==> config.mk <==
export PLATFORM = sky130hd
export DESIGN_NAME = emern_inverse_arbiter
export DESIGN_NICKNAME = d
export VERILOG_FILES = /design/src/rtl/emern_inverse_arbiter.sv
export SDC_FILE = /design/constraint.sdc
export NUM_CORES = 1
export LEC_CHECK = 0
export CAP_MARGIN = 20
export CORE_ASPECT_RATIO = 0.9
export CORE_MARGIN = 3
export CORE_UTILIZATION = 40
export DETAILED_ROUTE_END_ITERATION = 12
export PLACE_DENSITY = 0.79
export SETUP_SLACK_MARGIN = 0.15
export SYNTH_ARGS = -nofsm -noshare
export SYNTH_HDL_FRONTEND = slang
export SYNTH_SLANG_ARGS = --single-unit
==> constraint.sdc <==
create_clock -name clk -period 3.1 [get_ports clk]
set_clock_uncertainty 0.2 [all_clocks]
set_input_delay 0.62 -clock clk [delete_from_list [all_inputs] [get_ports clk]]
set_output_delay 0.62 -clock clk [all_outputs]
set_load 0.03 [all_outputs]
==> src/rtl/emern_inverse_arbiter.sv <==
// Round-robin arbiter/sequencer sharing one multicycle combinational reciprocal unit.
// Optional `INV_ARB_ZERO_DET_EN: zero determinants bypass the unit with a saturated result.
module emern_inverse_arbiter #(
  parameter  int NUM_REQ       = 4,
  parameter  int DET_W         = 13,
  parameter  int INV_W         = 23,
  parameter  int SETTLE_CYCLES = 2,
  localparam int ID_W          = $clog2(NUM_REQ)
) (
  input  logic                     clk,
  input  logic                     rst,
  input  logic [NUM_REQ-1:0]       req_valid,
  input  logic [NUM_REQ*DET_W-1:0] req_det,
  output logic [NUM_REQ-1:0]       req_ready,
  output logic                     rsp_valid,
  input  logic                     rsp_ready,
  output logic [ID_W-1:0]          rsp_id,
  output logic [INV_W-1:0]         rsp_inv,
  output logic                     rsp_neg,
  output logic [DET_W-1:0]         inv_determinant,
  input  logic [INV_W-1:0]         inv_result,
  input  logic                     inv_negative
);

  localparam int CNT_W = 4;

  typedef enum logic [1:0] {IDLE, SETTLE, RESP} state_e;

  state_e             state_q, state_d;
  logic [ID_W-1:0]    ptr_q, ptr_d;
  logic [CNT_W-1:0]   cnt_q, cnt_d;
  logic [DET_W-1:0]   det_q, det_d;
  logic [ID_W-1:0]    rsp_id_q, rsp_id_d;
  logic [INV_W-1:0]   rsp_inv_q, rsp_inv_d;
  logic               rsp_neg_q, rsp_neg_d;
  logic               rsp_valid_q, rsp_valid_d;

  logic [ID_W-1:0]    grant;
  logic               grant_found;
  logic [DET_W-1:0]   grant_det;

  // Index arithmetic modulo NUM_REQ, with the wrap written out so non-power-of-two counts work.
  function automatic logic [ID_W-1:0] wrap_add(input logic [ID_W-1:0] base, input int off);
    int sum;
    sum = int'(base) + off;
    if (sum >= NUM_REQ) sum = sum - NUM_REQ;
    return sum[ID_W-1:0];
  endfunction

  // Scan from the farthest offset down so the nearest valid requester at or after ptr wins.
  always_comb begin
    grant       = ptr_q;
    grant_found = 1'b0;
    for (int i = NUM_REQ - 1; i >= 0; i--) begin
      if (req_valid[wrap_add(ptr_q, i)]) begin
        grant       = wrap_add(ptr_q, i);
        grant_found = 1'b1;
      end
    end
  end

  assign grant_det = req_det[grant*DET_W +: DET_W];

  always_comb begin
    req_ready = '0;
    if (state_q == IDLE && grant_found && !rst) req_ready[grant] = 1'b1;
  end

  // NOTE: every _d starts from its _q so no path through this block leaves a value unassigned (no latch).
  always_comb begin
    state_d     = state_q;
    ptr_d       = ptr_q;
    cnt_d       = cnt_q;
    det_d       = det_q;
    rsp_id_d    = rsp_id_q;
    rsp_inv_d   = rsp_inv_q;
    rsp_neg_d   = rsp_neg_q;
    rsp_valid_d = rsp_valid_q;
    unique case (state_q)
      IDLE: begin
        if (grant_found) begin
          det_d    = grant_det;
          rsp_id_d = grant;
          ptr_d    = wrap_add(grant, 1);
          cnt_d    = CNT_W'(SETTLE_CYCLES - 1);
          state_d  = SETTLE;
`ifdef INV_ARB_ZERO_DET_EN
          if (grant_det == '0) begin
            rsp_inv_d   = '1;
            rsp_neg_d   = 1'b0;
            rsp_valid_d = 1'b1;
            state_d     = RESP;
          end
`endif
        end
      end
      SETTLE: begin
        if (cnt_q == '0) begin
          rsp_inv_d   = inv_result;
          rsp_neg_d   = inv_negative;
          rsp_valid_d = 1'b1;
          state_d     = RESP;
        end else begin
          cnt_d = cnt_q - CNT_W'(1);
        end
      end
      RESP: begin
        if (rsp_ready) begin
          rsp_valid_d = 1'b0;
          state_d     = IDLE;
        end
      end
      default: state_d = IDLE;
    endcase
  end

  // NOTE: sequential state uses non-blocking assignments so every flop samples pre-edge values.
  always_ff @(posedge clk or posedge rst) begin
    if (rst) begin
      state_q     <= IDLE;
      ptr_q       <= '0;
      cnt_q       <= '0;
      det_q       <= '0;
      rsp_id_q    <= '0;
      rsp_inv_q   <= '0;
      rsp_neg_q   <= 1'b0;
      rsp_valid_q <= 1'b0;
    end else begin
      state_q     <= state_d;
      ptr_q       <= ptr_d;
      cnt_q       <= cnt_d;
      det_q       <= det_d;
      rsp_id_q    <= rsp_id_d;
      rsp_inv_q   <= rsp_inv_d;
      rsp_neg_q   <= rsp_neg_d;
      rsp_valid_q <= rsp_valid_d;
    end
  end

  assign rsp_valid       = rsp_valid_q;
  assign rsp_id          = rsp_id_q;
  assign rsp_inv         = rsp_inv_q;
  assign rsp_neg         = rsp_neg_q;
  assign inv_determinant = det_q;

endmodule

Word level (Yosys, flattened, before mapping)
Index checks and enable logic that the tools add are counted.
- bits in registers: 48
- latch bits: 0
- RAM bits: 0
- ROM bits: 0
- output and inout port bits: 44
- logic and storage cells: 84
- memories: 0
- add/sub/neg operators: 10
- multiply operators: 1
- div/mod/pow operators: 0
- magnitude comparators: 11
- equality and inequality tests: 6
- shift operators: 1
- muxes and demuxes: 34
- bitwise logic cells: 0
- reductions and logical operators: 13
- operators by type and width (kind ; count):
    indexed part select 52 x 7 -> 13 bit ; 1
    two-way mux 2 bit ; 12
    < comparator 2 x 3 -> 1 bit, second input constant ; 5
    >= comparator 3 bit, second input constant ; 4
    two-way mux 4 bit ; 3
    two-way mux 1 bit ; 11
    subtractor 2 x 1 -> 2 bit, second input constant ; 5
    AND reduction 3 bit ; 3
    binary-select mux 1 bit (select 2 bit) ; 4
    != test 2 bit, second input constant ; 4
    one-hot mux 4 bit (2 select lines) ; 1
    adder 2 x 1 -> 3 bit, second input constant ; 2
    adder 2 x 2 -> 3 bit, second input constant ; 2
    multiplier 2 x 4 -> 6 bit, second input constant ; 1
    one-hot mux 2 bit (3 select lines) ; 1
    zero test 4 bit ; 1
    AND reduction 2 bit ; 2
    nonzero test 2 bit ; 2
    subtractor 4 x 1 -> 4 bit, second input constant ; 1
    >= comparator 2 x 3 -> 1 bit, second input constant ; 1
    logical AND 1 bit ; 3
    demux 1 bit (select 2 bit) ; 1
    == test 2 x 1 -> 1 bit, second input constant ; 1
    == test 2 bit, second input constant ; 1
    other kinds (4) ; 4

Longest topological paths before layout
- depth after elaboration: 14
- depth in mapped cells: 7

Worst setup path after synthesis
Ideal clock, no wire load.
- kind: input-to-output
- from: input req_valid[3]
- to: output req_ready[2]
- data arrival time: 2.508 ns
- required time: 2.280 ns
- path slack: -0.228 ns
- cell stages on the path: 5
- buffers on the path: 1
- cell sequence: nor2b_1 > a2111oi_1 > clkbuf_1 > nor2_1 > nor4_1
- cells in the longest elaborated chain, start to end: 11
- elaborated cells between the ends (all ways): 24
- classes of those cells: order compare (2); mux (19); reduce/logical (3)
- RTL lines (item ; RTL line ; RTL):
    start, declared ; 12 ; input logic [NUM_REQ-1:0] req_valid,
    binary-select mux 1 bit (select 2 bit) ; 55 ; if (req_valid[wrap_add(ptr_q, i)]) begin
    two-way mux 1 bit (not written as such) ; 55 ;
    two-way mux 2 bit (4 in a row) ; 55 ;
    < comparator 2 x 3 -> 1 bit (not written as such) or >= comparator 2 x 1 -> 1 bit (tied branches) ; 66 ; if (state_q == IDLE && grant_found && !rst) req_ready[grant] = 1'b1;
    logical AND 1 bit (not written as such) ; 66 ;
    two-way mux 1 bit (not written as such) ; 66 ;
    demux 1 bit (select 2 bit) ; 66 ;
    two-way mux 4 bit (*) ; 66 ;
    end, declared ; 14 ; output logic [NUM_REQ-1:0] req_ready,
Mark *: on every way between the ends. The rest lies on a longest branch, timed or not. The select of a mux whose other input is x is not followed.

Worst setup path after layout
- from: input req_valid[0]
- to: output req_ready[2]
Same word-level chain as after synthesis.

==> results <==
- The number of setup buffers added after CTS is 0.
- The flip-flop and latch count after synthesis is 48.
- The run finished with clean final reports.
- The path class of the lowest-slack min-delay path is reg -> reg.
- The number of warnings reported in the yosys synthesis log is 0.
- The total number of vias is 2,273.
- The initial antenna violation count was 0.
- Clock latency on the worst-skew pair, taken at its later pin, is 300 ps.
- The endpoint kind of the worst setup timing path is a primary output.
- The area enclosed by the die boundary is 0.007135 sq mm.
- The weighted congestion at the end of routability-driven global placement is 0.8883.
- The type of the worst setup path is in -> out.
- Of the total synthesized cell area, the portion taken by full adders, half adders and majority gates is 0.01016.
- The kind of cell with the highest combined delay on the critical path is buffers and inverters.
- The wire length of the first global-routing pass is 11.72 mm.
- The layout cell share with drive strength beyond 1 is 0.2110.
- The instance count of the mapped netlist is 226.
- The number of resized instances in the post-cts repair step is 13.
- The number of buffers created by CTS is 5.
- The leakage dissipation is 0.001718 uW.
- The clock sink total is 48.
- The via count of the first global-routing pass is 2,448.
- The worst-case headroom to the max-slew limit is 0.5844.
- For this design the ratio of total power to cell area is 985.8 mW/mm^2.
- The count of endpoints failing setup in the final report is 0.
- The parity-gate share of the synthesized area counting xor and xnor cells is 0.01067.
- The number of buffers added on ports is 126.
- Synthesis produced a netlist with a net count of 311.
- The worst hold slack across all endpoints is 289.1 ps.
- The maximum cell stage delay along the critical path is 400 ps.
- Setup repair after global routing left no endpoint under its margin.
- The number of max-slew violations in the final report was 0.
- CTS placed an instance of clkbuf_8 at the clock tree root.
- For this design, the slowest cell found on the critical path is a2111oi_4.
- The HPWL after detailed placement is 5.727 mm.
- The portion of total power attributed to the clock network is 0.117.
- The final critical-path required period is 2818 ps.
- The simple-gate share of the synthesized area is 0.1230.
- The initial cell density of the core is 0.4229.
- The H-tree depth reported by CTS is 2.
- The final antenna diode count is 0.
- The share of total power dissipated in combinational logic is 0.599.
- The x dimension of the die is 88.71 um.
- Dividing the detail-routed wire length by the instance count gives 17.32 um.
- The number of cell rows is 26.
- The layout overhead on the synthesized area is 64.74%.
- The number of DRC violations after detailed routing is 0.
- The critical path required time is 2280 ps.
- The peak supply drop is 0.0005647 V.
- STA classifies the critical path startpoint as an input pin.
- The number of max-cap violations is 0.
- After the first detailed-routing iteration, the DRC count stood at 47.
- The height of the die is 80.44 um.
- The largest net degree at the start of global routing is 49.
- The arrival time of data at the critical path endpoint is 2000 ps.
- Clock-pin slew was measured on the worst setup and hold paths at 100 ps.
- The maximum fanout along the worst path is 5.
- The CTS tree is built.
- The count of TritonRoute iterations in the first routing pass is 4.
- The share of synthesized area in the top cell type comes to 0.4878.
- Of the available clock period, the critical path in the final layout requires 0.9092.
- Summed over all nets, the switching power comes to 1714 uW.
- The final number of hold-violating endpoints is 0.
- In this run, distinct cell masters in the synthesized netlist total 37.
- For the pin with the worst max-slew slack, the measured transition is 623.4 ps.
- The share of the synthesized area in compound gates (AO/OA/AOI/OAI) is 0.1672.
- For this design, the CTS-stage hold fixing added 0 buffers.
- Dividing the detail-routed via count by the number of cells gives 5.225.
- In this run the remaining antenna-violating nets after routing total 0.
- Cell internal power was estimated by the tool at 2285 uW.
- The total number of nets in the final design is 449.
- Timing would allow up to 354.8 MHz.
- The share of cell area taken by muxes after synthesis is 0.1672.
- The number of buffers between clock root and the deepest sink is 2.
- The share of total power dissipated in sequential elements is 0.284.
- Sorting the synthesized cells by area gives the leading types as dfrtp_1 49%, mux2_2 11%, mux2i_1 5.3%.
- Walking the worst path, the cells encountered are dlygate4sd2_1 > buf_4 > a2111oi_4 > nor2_2 > nor4_2 > buf_4.
- For this run the aggregate overflow at the end of global routing stands at 0.
- In the final timing run, aggregate negative setup slack is 0 ps.
- The post-synthesis area per instance is 10.90 sq um.
- The post-route core utilization is 0.6966.
- The fraction of power spent switching nets is 0.4287.
- The cell repeated most along the worst path is buf_4.
- The dominant combinational cell family by area after synthesis is multiplexers.
- The cell area after technology mapping is 0.002462 sq mm.
- The number of buffer and inverter stages on the critical path is 3.
- In the global route stage, overall resource usage came out at 0.2134.
- The area inside the core boundary is 0.005823 sq mm.
- The biggest area consumer among synthesized cells is dfrtp_1.
- The total wire length after detailed routing is 7.533 mm.
- The sequential area share after synthesis is 0.4878.
- During I/O placement, the number of pins put on the boundary was 127.
==> state kept, by name (all words and copies together) (netlist names) <==
signal           cells
cnt_q                4
ptr_q                2
rsp_inv             23
rsp_valid            1
inv_determinant     13
state_q              2
rsp_neg              1
rsp_id               2
==> metal layers <==
| layer | global-route usage | routed length [um] |
|---|---|---|
| met3 | 0.04103 | 460 |
| met4 | 0.05891 | 90 |
| met1 | 0.2854 | 3213 |
| met5 | 0 | 0 |
| met2 | 0.3509 | 3769 |
==> cell families after synthesis <==
logic type,after synthesis
XOR/XNOR,3
buffers and inverters,19
AO/OA/AOI/OAI,54
adder cells (fa/ha/maj),2
multiplexers,38
AND/OR/NAND/NOR,62
flip-flops,48
==> final timing paths <==
path | start | end | slack [ps] | cells past startpoint
max | req_valid[0] | req_ready[2] | 280 | 6
min | rsp_id[0] | rsp_id[0] | 290 | 2
max reg2reg | ptr_q[1] | inv_determinant[4] | 840 | 6
min reg2reg | rsp_id[0] | rsp_id[0] | 290 | 2
max in group asynchronous | rst | rsp_inv[7] | 1520 | 3
min in group asynchronous | rst | inv_determinant[1] | 760 | 3
==> cell usage after synthesis <==
| library cell | instances |
|---|---|
| and4_1 | 2 |
| mux2_2 | 25 |
| and2_1 | 1 |
| nand2_1 | 21 |
| xor2_1 | 2 |
| a21oi_1 | 1 |
| o211ai_2 | 8 |
| nor2b_1 | 5 |
| nand2b_1 | 2 |
| mux2i_1 | 13 |
| dfrtp_1 | 48 |
| nor4_1 | 3 |
| o31ai_1 | 1 |
| o21ba_1 | 1 |
| inv_1 | 6 |
| nor3_1 | 4 |
| a211oi_1 | 2 |
| nand3_1 | 12 |
| xnor2_1 | 1 |
| buf_4 | 1 |
| o21a_1 | 3 |
| buf_6 | 1 |
| a2111oi_1 | 1 |
| nor3b_1 | 1 |
| or4_1 | 1 |
| clkbuf_1 | 10 |
| a221oi_2 | 1 |
| o21ai_1 | 2 |
| o21ai_0 | 17 |
| a2111o_1 | 1 |
| buf_2 | 1 |
| o211ai_1 | 4 |
| nand2_2 | 1 |
| nor2_1 | 8 |
| or3_1 | 1 |
| ha_1 | 2 |
| a21o_1 | 12 |
==> power groups by stage <==
| stage | Sequential (uW) | Clock [uW] | Combinational (uW) |
|---|---|---|---|
| finish | 1130 | 469 | 2400 |
| global route | 1180 | 505 | 2560 |
| CTS | 1130 | 489 | 2420 |
| detailed placement | 1140 | 0 | 2390 |
| global placement | 1120 | 0 | 2330 |
| floorplan | 1630 | 0 | 926 |
==> layout by cell type (no fill, tap or decap), types with 2 or more instances in the layout <==
master,n
inv_1,5
o211ai_2,8
mux2_2,25
a21o_1,12
clkinvlp_4,2
nand2b_1,2
mux2i_1,13
o21ai_0,17
nand2_1,21
o21a_1,3
nor3_1,2
buf_4,22
xor2_1,2
nor3_2,2
nand3_1,12
nor2b_1,3
o211ai_1,4
dfrtp_1,48
clkbuf_8,5
and4_1,2
ha_1,2
dlygate4sd2_1,4
clkdlybuf4s50_1,118
o21ai_1,2
nor4_2,2
nor2_1,7
==> layout make-up <==
type,instances,area (sq um)
clock buffers,5,68.82
inverters,6,26.28
repair buffers,144,1381
flip-flops and latches,48,1201
multi-input cells,159,1245
fillers,461,1767
clock inverters,3,46.29
well taps,70,87.58
==> worst min-delay path, stage by stage, from the launching register on <==
cell and delay, ps:
dfrtp_1 360, nand2_1 50, nand2_1 50
==> per-stage QoR <==
stage / total power [uW] / instance area, sq um / cells / setup WS (ps)
floorplan: 2556 / 2479 / 226 / 102.6
global placement: 3452 / 3901 / 427 / 70.64
detailed placement: 3526 / 3901 / 427 / 8.032
CTS: 4040 / 4056 / 435 / 288.3
global route: 4244 / 4056 / 435 / 218.0
finish: 3999 / 4056 / 435 / 281.5
No activity file was read; power rests on OpenSTA's default activity.
==> patch 1, RTL diff (same flow settings) <==
Encoding of `state_e`: now one-hot (3 bits for 3 states).
--- a/src/rtl/emern_inverse_arbiter.sv
+++ b/src/rtl/emern_inverse_arbiter.sv
@@ -24,7 +24,7 @@
 
   localparam int CNT_W = 4;
 
-  typedef enum logic [1:0] {IDLE, SETTLE, RESP} state_e;
+  typedef enum logic [2:0] {IDLE = 3'b001, SETTLE = 3'b010, RESP = 3'b100} state_e;
 
   state_e             state_q, state_d;
   logic [ID_W-1:0]    ptr_q, ptr_d;
Check against the original RTL: same outputs for any inputs over 4 cycles, from zero or initial values and one cycle with rst high; so few cycles prove little.
==> patch 1 against the unedited design <==
  * Non-clock buffer count unchanged
  * Cell count is 2.8% higher
  * Global-route usage down 0.84 points
  * Routed wire length shrank 2.0%
  * Count of clock-buffer cells in the layout grew 1
  * Synthesized area increased by 2.5%
  * Sequential share of layout area grew 0.080 points
  * Total power decreased by 0.42%
  * Cell area is 1.9% higher
  * Sequential cell count rose by 1
  * Die area grew 2.3%
  * First-iteration DRC count is 15% higher
  * Setup slack got worse by 0.069 ns
  * Critical path type unchanged
==> patch 1: results (changes against the unedited design) <==
metric;value;unit;change
most instantiated cells after synthesis;dfrtp_1 (48), mux2_1 (24), nor2_1 (18), a221oi_1 (13), and2_1 (13);;
worst vdd ir;0.000707;V;+25%
1st-iter DRT viols;54;;+15%
final hold slack;0.292;ns;+0.00247 ns
number of global-route vias before repair;2408;;-1.6%
crit-path max cell delay;0.52;ns;+0.12 ns
hold-critical path endpoint;rsp_valid;;
FF-to-FF Start;cnt_q[0];;
Vias;2295;;+0.97%
yosys warns;0;;unchanged
largest net degree at the start of global routing;47;;-4.1%
post-route cell area;0.00413;mm²;+1.9%
Avg WL per Cell;16.5;µm;-4.6%
syn_nets;310;;-0.32%
max reg flops;23;;unchanged
Final HPWL DP;5.50;mm;-4.0%
R2R cell count;7;;+1
Comb group;2.36;mW;-2%
CP delay by family, top;simple AND/OR/NAND/NOR gates;;
number of library cell types mapped by synthesis;42;;+14%
CTS resizes;17;;+4
number of clock buffers in the layout;6;;+1
Slew Limit Headroom;0.603;;+0.0182
Mapped Cells;225;;-0.44%
crit path DAT;2.07;ns;+0.07 ns
multi-input logic portion of the cell area;0.309;;+0.00241
Core ar.;0.00589;mm²;+1.1%
Pleak;1.69;nW;-1.8%
sequential area share after synthesis;0.486;;-0.00144
Setup WS pre-CTS;-0.0450;ns;-0.0530 ns
register share of the cell area;0.297;;+0.000801
proportion of layout cells with a drive suffix above 1;0.152;;-0.0594
number of ordinary inverters in the final layout;4;;-2
Data buffer area share;0.337;;-0.00366
Max stage delay cell, worst path;or4_4;;
Filler cells;457;;-0.87%
RD Place Congestion;0.837;;-5.8%
comb_multi_in;158;;-0.63%
FF-to-FF setup slack;0.87;ns;+0.03 ns
area post-placement;0.00393;mm²;+0.74%
Max Clock Freq;346;MHz;-2.4%
Area contributors post-synth;dfrtp_1 (48%), mux2_1 (11%), mux2i_1 (4.8%), a221oi_1 (4.5%), a211oi_2 (3.5%);;
worst hold start;rsp_valid;;
Clock Network Area Fraction;0.0269;;-0.00144
first-pass GRT wire length;11.9;mm;+1.6%
clk sinks;49;;+2.1%
combinational cell fraction of total power;0.593;;-0.006
all-layer global routing usage;0.205;;-0.00840
outcome;completed;;
RR Endpoint;rsp_inv[2];;
Net Sw Frac;0.433;;+0.00401
Cells after DPL;436;;+2.1%
patch 1: cell types whose count changed after synthesis, moves of 12 or more:
cell	delta
mux2_2	-25
mux2_1	+24
o21ai_0	-16
a221oi_1	+13
and2_1	+12
patch 1: routing by layer:
layer / track usage / part of all wire / vias to the layer above
li1: - / - / 1098
met1: 0.254 / 0.43 / 1130
met2: 0.360 / 0.51 / 59
met3: 0.0454 / 0.047 / 8
met4: 0.0674 / 0.012 / 0
met5: 0 / 0 / -
patch 1: kinds of logic (layout without fill, tap and decap cells):
family / Yosys count / count (layout) / synth area share
AND/OR/NAND/NOR: 69 / 69 / 0.152
AO/OA/AOI/OAI: 50 / 50 / 0.160
flip-flops: 49 / 49 / 0.486
multiplexers: 36 / 36 / 0.155
buffers and inverters: 18 / 156 / 0.0342
adder cells (fa/ha/maj): 2 / 2 / 0.00991
XOR/XNOR: 1 / 1 / 0.00347
==> patch 2, RTL diff (same flow settings) <==
Made on the original files. Set the parameter `NUM_REQ` to 8 (it was 4).
--- a/src/rtl/emern_inverse_arbiter.sv
+++ b/src/rtl/emern_inverse_arbiter.sv
@@ -1,7 +1,7 @@
 // Round-robin arbiter/sequencer sharing one multicycle combinational reciprocal unit.
 // Optional `INV_ARB_ZERO_DET_EN: zero determinants bypass the unit with a saturated result.
 module emern_inverse_arbiter #(
-  parameter  int NUM_REQ       = 4,
+  parameter  int NUM_REQ       = 8,
   parameter  int DET_W         = 13,
   parameter  int INV_W         = 23,
   parameter  int SETTLE_CYCLES = 2,
Interface: changed (resized req_det, req_ready, req_valid and rsp_id); port bits go from 127 to 188. No check against the original RTL was run, so the function may have changed too.
==> patch 2 against the unedited design <==
  * The run now ends with negative setup slack left
  * Setup slack worse by 1.3 ns
  * Sequential cell count is 2 higher
  * Cell area is 64% higher
  * Routed wire length is 76% higher
  * Utilization is 5.5 points higher
  * Total power is 150% higher
  * Synthesized area is 52% higher
  * Count of clock-buffer cells in the layout is 1 higher
==> patch 2: results (changes against the unedited design) <==
metric;value;unit;change
outcome;finished, violations left;;
failing checks;negative setup slack;;
Max stage delay cell, worst path;mux4_2;;
number of global-route vias before repair;3758;;+54%
proportion of layout cells with a drive suffix above 1;0.336;;+0.125
Final Non-Filler Cells;673;;+55%
largest net degree at the start of global routing;51;;+4.1%
number of library cell types mapped by synthesis;50;;+35%
RD Place Congestion;0.900;;+1.4%
Finish-stage setup viols;26;;+26
worst hold start;rsp_id[2];;
nets;695;;+55%
crit path DAT;3.29;ns;+1.29 ns
Max FO, Critical Path;7;;+2
post-route setup slack;-1.01;ns;-1.29 ns
1st-iter DRT viols;151;;+220%
Mapped Cells;304;;+35%
Final HPWL DP;10.3;mm;+80%
Slew Limit Headroom;0.586;;+0.00124
PortBufs;187;;+48%
first-pass GRT wire length;19.5;mm;+67%
Clock transition at path regs;0.09;ns;
Avg WL per Cell;19.7;µm;+14%
Slew Limit Fails;0;;unchanged
Cells after DPL;644;;+51%
all-layer global routing usage;0.235;;+0.0217
antenna cells;0;;unchanged
most instantiated cells after synthesis;dfrtp_1 (50), mux2_2 (33), mux4_2 (30), nand2_1 (29), mux2i_1 (24);;
crit-path max cell delay;0.56;ns;+0.16 ns
worst vdd ir;0.000867;V;+54%
area post-placement;0.00621;mm²;+59%
Vias/cell;5.46;;+4.5%
sequential area share after synthesis;0.333;;-0.155
==> patch 2: worst paths after layout <==
| path | depth (start not counted) | slack (ns) | end |
|---|---|---|---|
| min | 2 | 0.28 | rsp_id[2] |
| max reg2reg | 13 | -0.81 | inv_determinant[6] |
| min reg2reg | 2 | 0.28 | rsp_id[2] |
| max | 10 | -1.01 | req_ready[1] |
| min in group asynchronous | 4 | 0.83 | ptr_q[2] |
| max in group asynchronous | 4 | 1.39 | ptr_q[1] |
==> patch 2: worst max-delay path, delay by kind of cell, from the launching register on <==
family                     cells  cell delay (ns)
buffers and inverters          2             0.22
adders and majority gates      1             0.32
and+or+nand+nor                2             0.40
DFF                            1             0.38
muxes                          2             0.87
AOI/OAI and AO/OA              3             0.80
==> patch 2: cell families (layout without fill, tap and decap cells) <==
group	after synthesis	after routing	share of synthesized area
buf+inv	29	279	0.0533
simple gates	72	72	0.0920
xor+xnor	7	7	0.0163
mux	98	98	0.413
flops	50	50	0.333
compound gates	45	45	0.0820
fa+ha+maj	3	3	0.0100
==> patch 2: area by class of cell <==
| cell class | count | area [µm²] |
|---|---|---|
| inverters | 8 | 32.5 |
| well taps | 119 | 149 |
| clock inverters | 2 | 37.5 |
| flip-flops and latches | 50 | 1250 |
| multi-input cells | 225 | 2510 |
| clock buffers | 6 | 72.6 |
| fillers | 615 | 2200 |
| repair buffers | 263 | 2600 |
==> patch 2: through the flow <==
stage / setup TNS [ns] / setup slack, ns
after floorplan: -18.01 / -1.01
after global placement: -30.33 / -1.15
after detailed placement: -31.99 / -1.23
after CTS: -17.49 / -0.997
after global routing: -21.73 / -1.11
final: -18.09 / -1.01
==> patch 2: layer usage <==
layer,routed length (µm),vias up,track usage
li1,-,1677,-
met1,5140,1812,0.288
met2,6910,175,0.430
met3,1050,12,0.0463
met4,156,0,0.0456
met5,0,-,0
==> patch 2: where the power goes <==
part / switching [mW] / internal [mW]
Clock: 0.214 / 0.241
Combinational: 3.88 / 4.46
Sequential: 0.197 / 0.998
==> patch 2: what timing repair did <==
item | in CTS | in global routing
setup buffers | 7 | 9
pin swaps | 5 | 5
gates resized for setup | 24 | 13
endpoints found under the setup margin | 32 | 32
gates cloned | 0 | 5
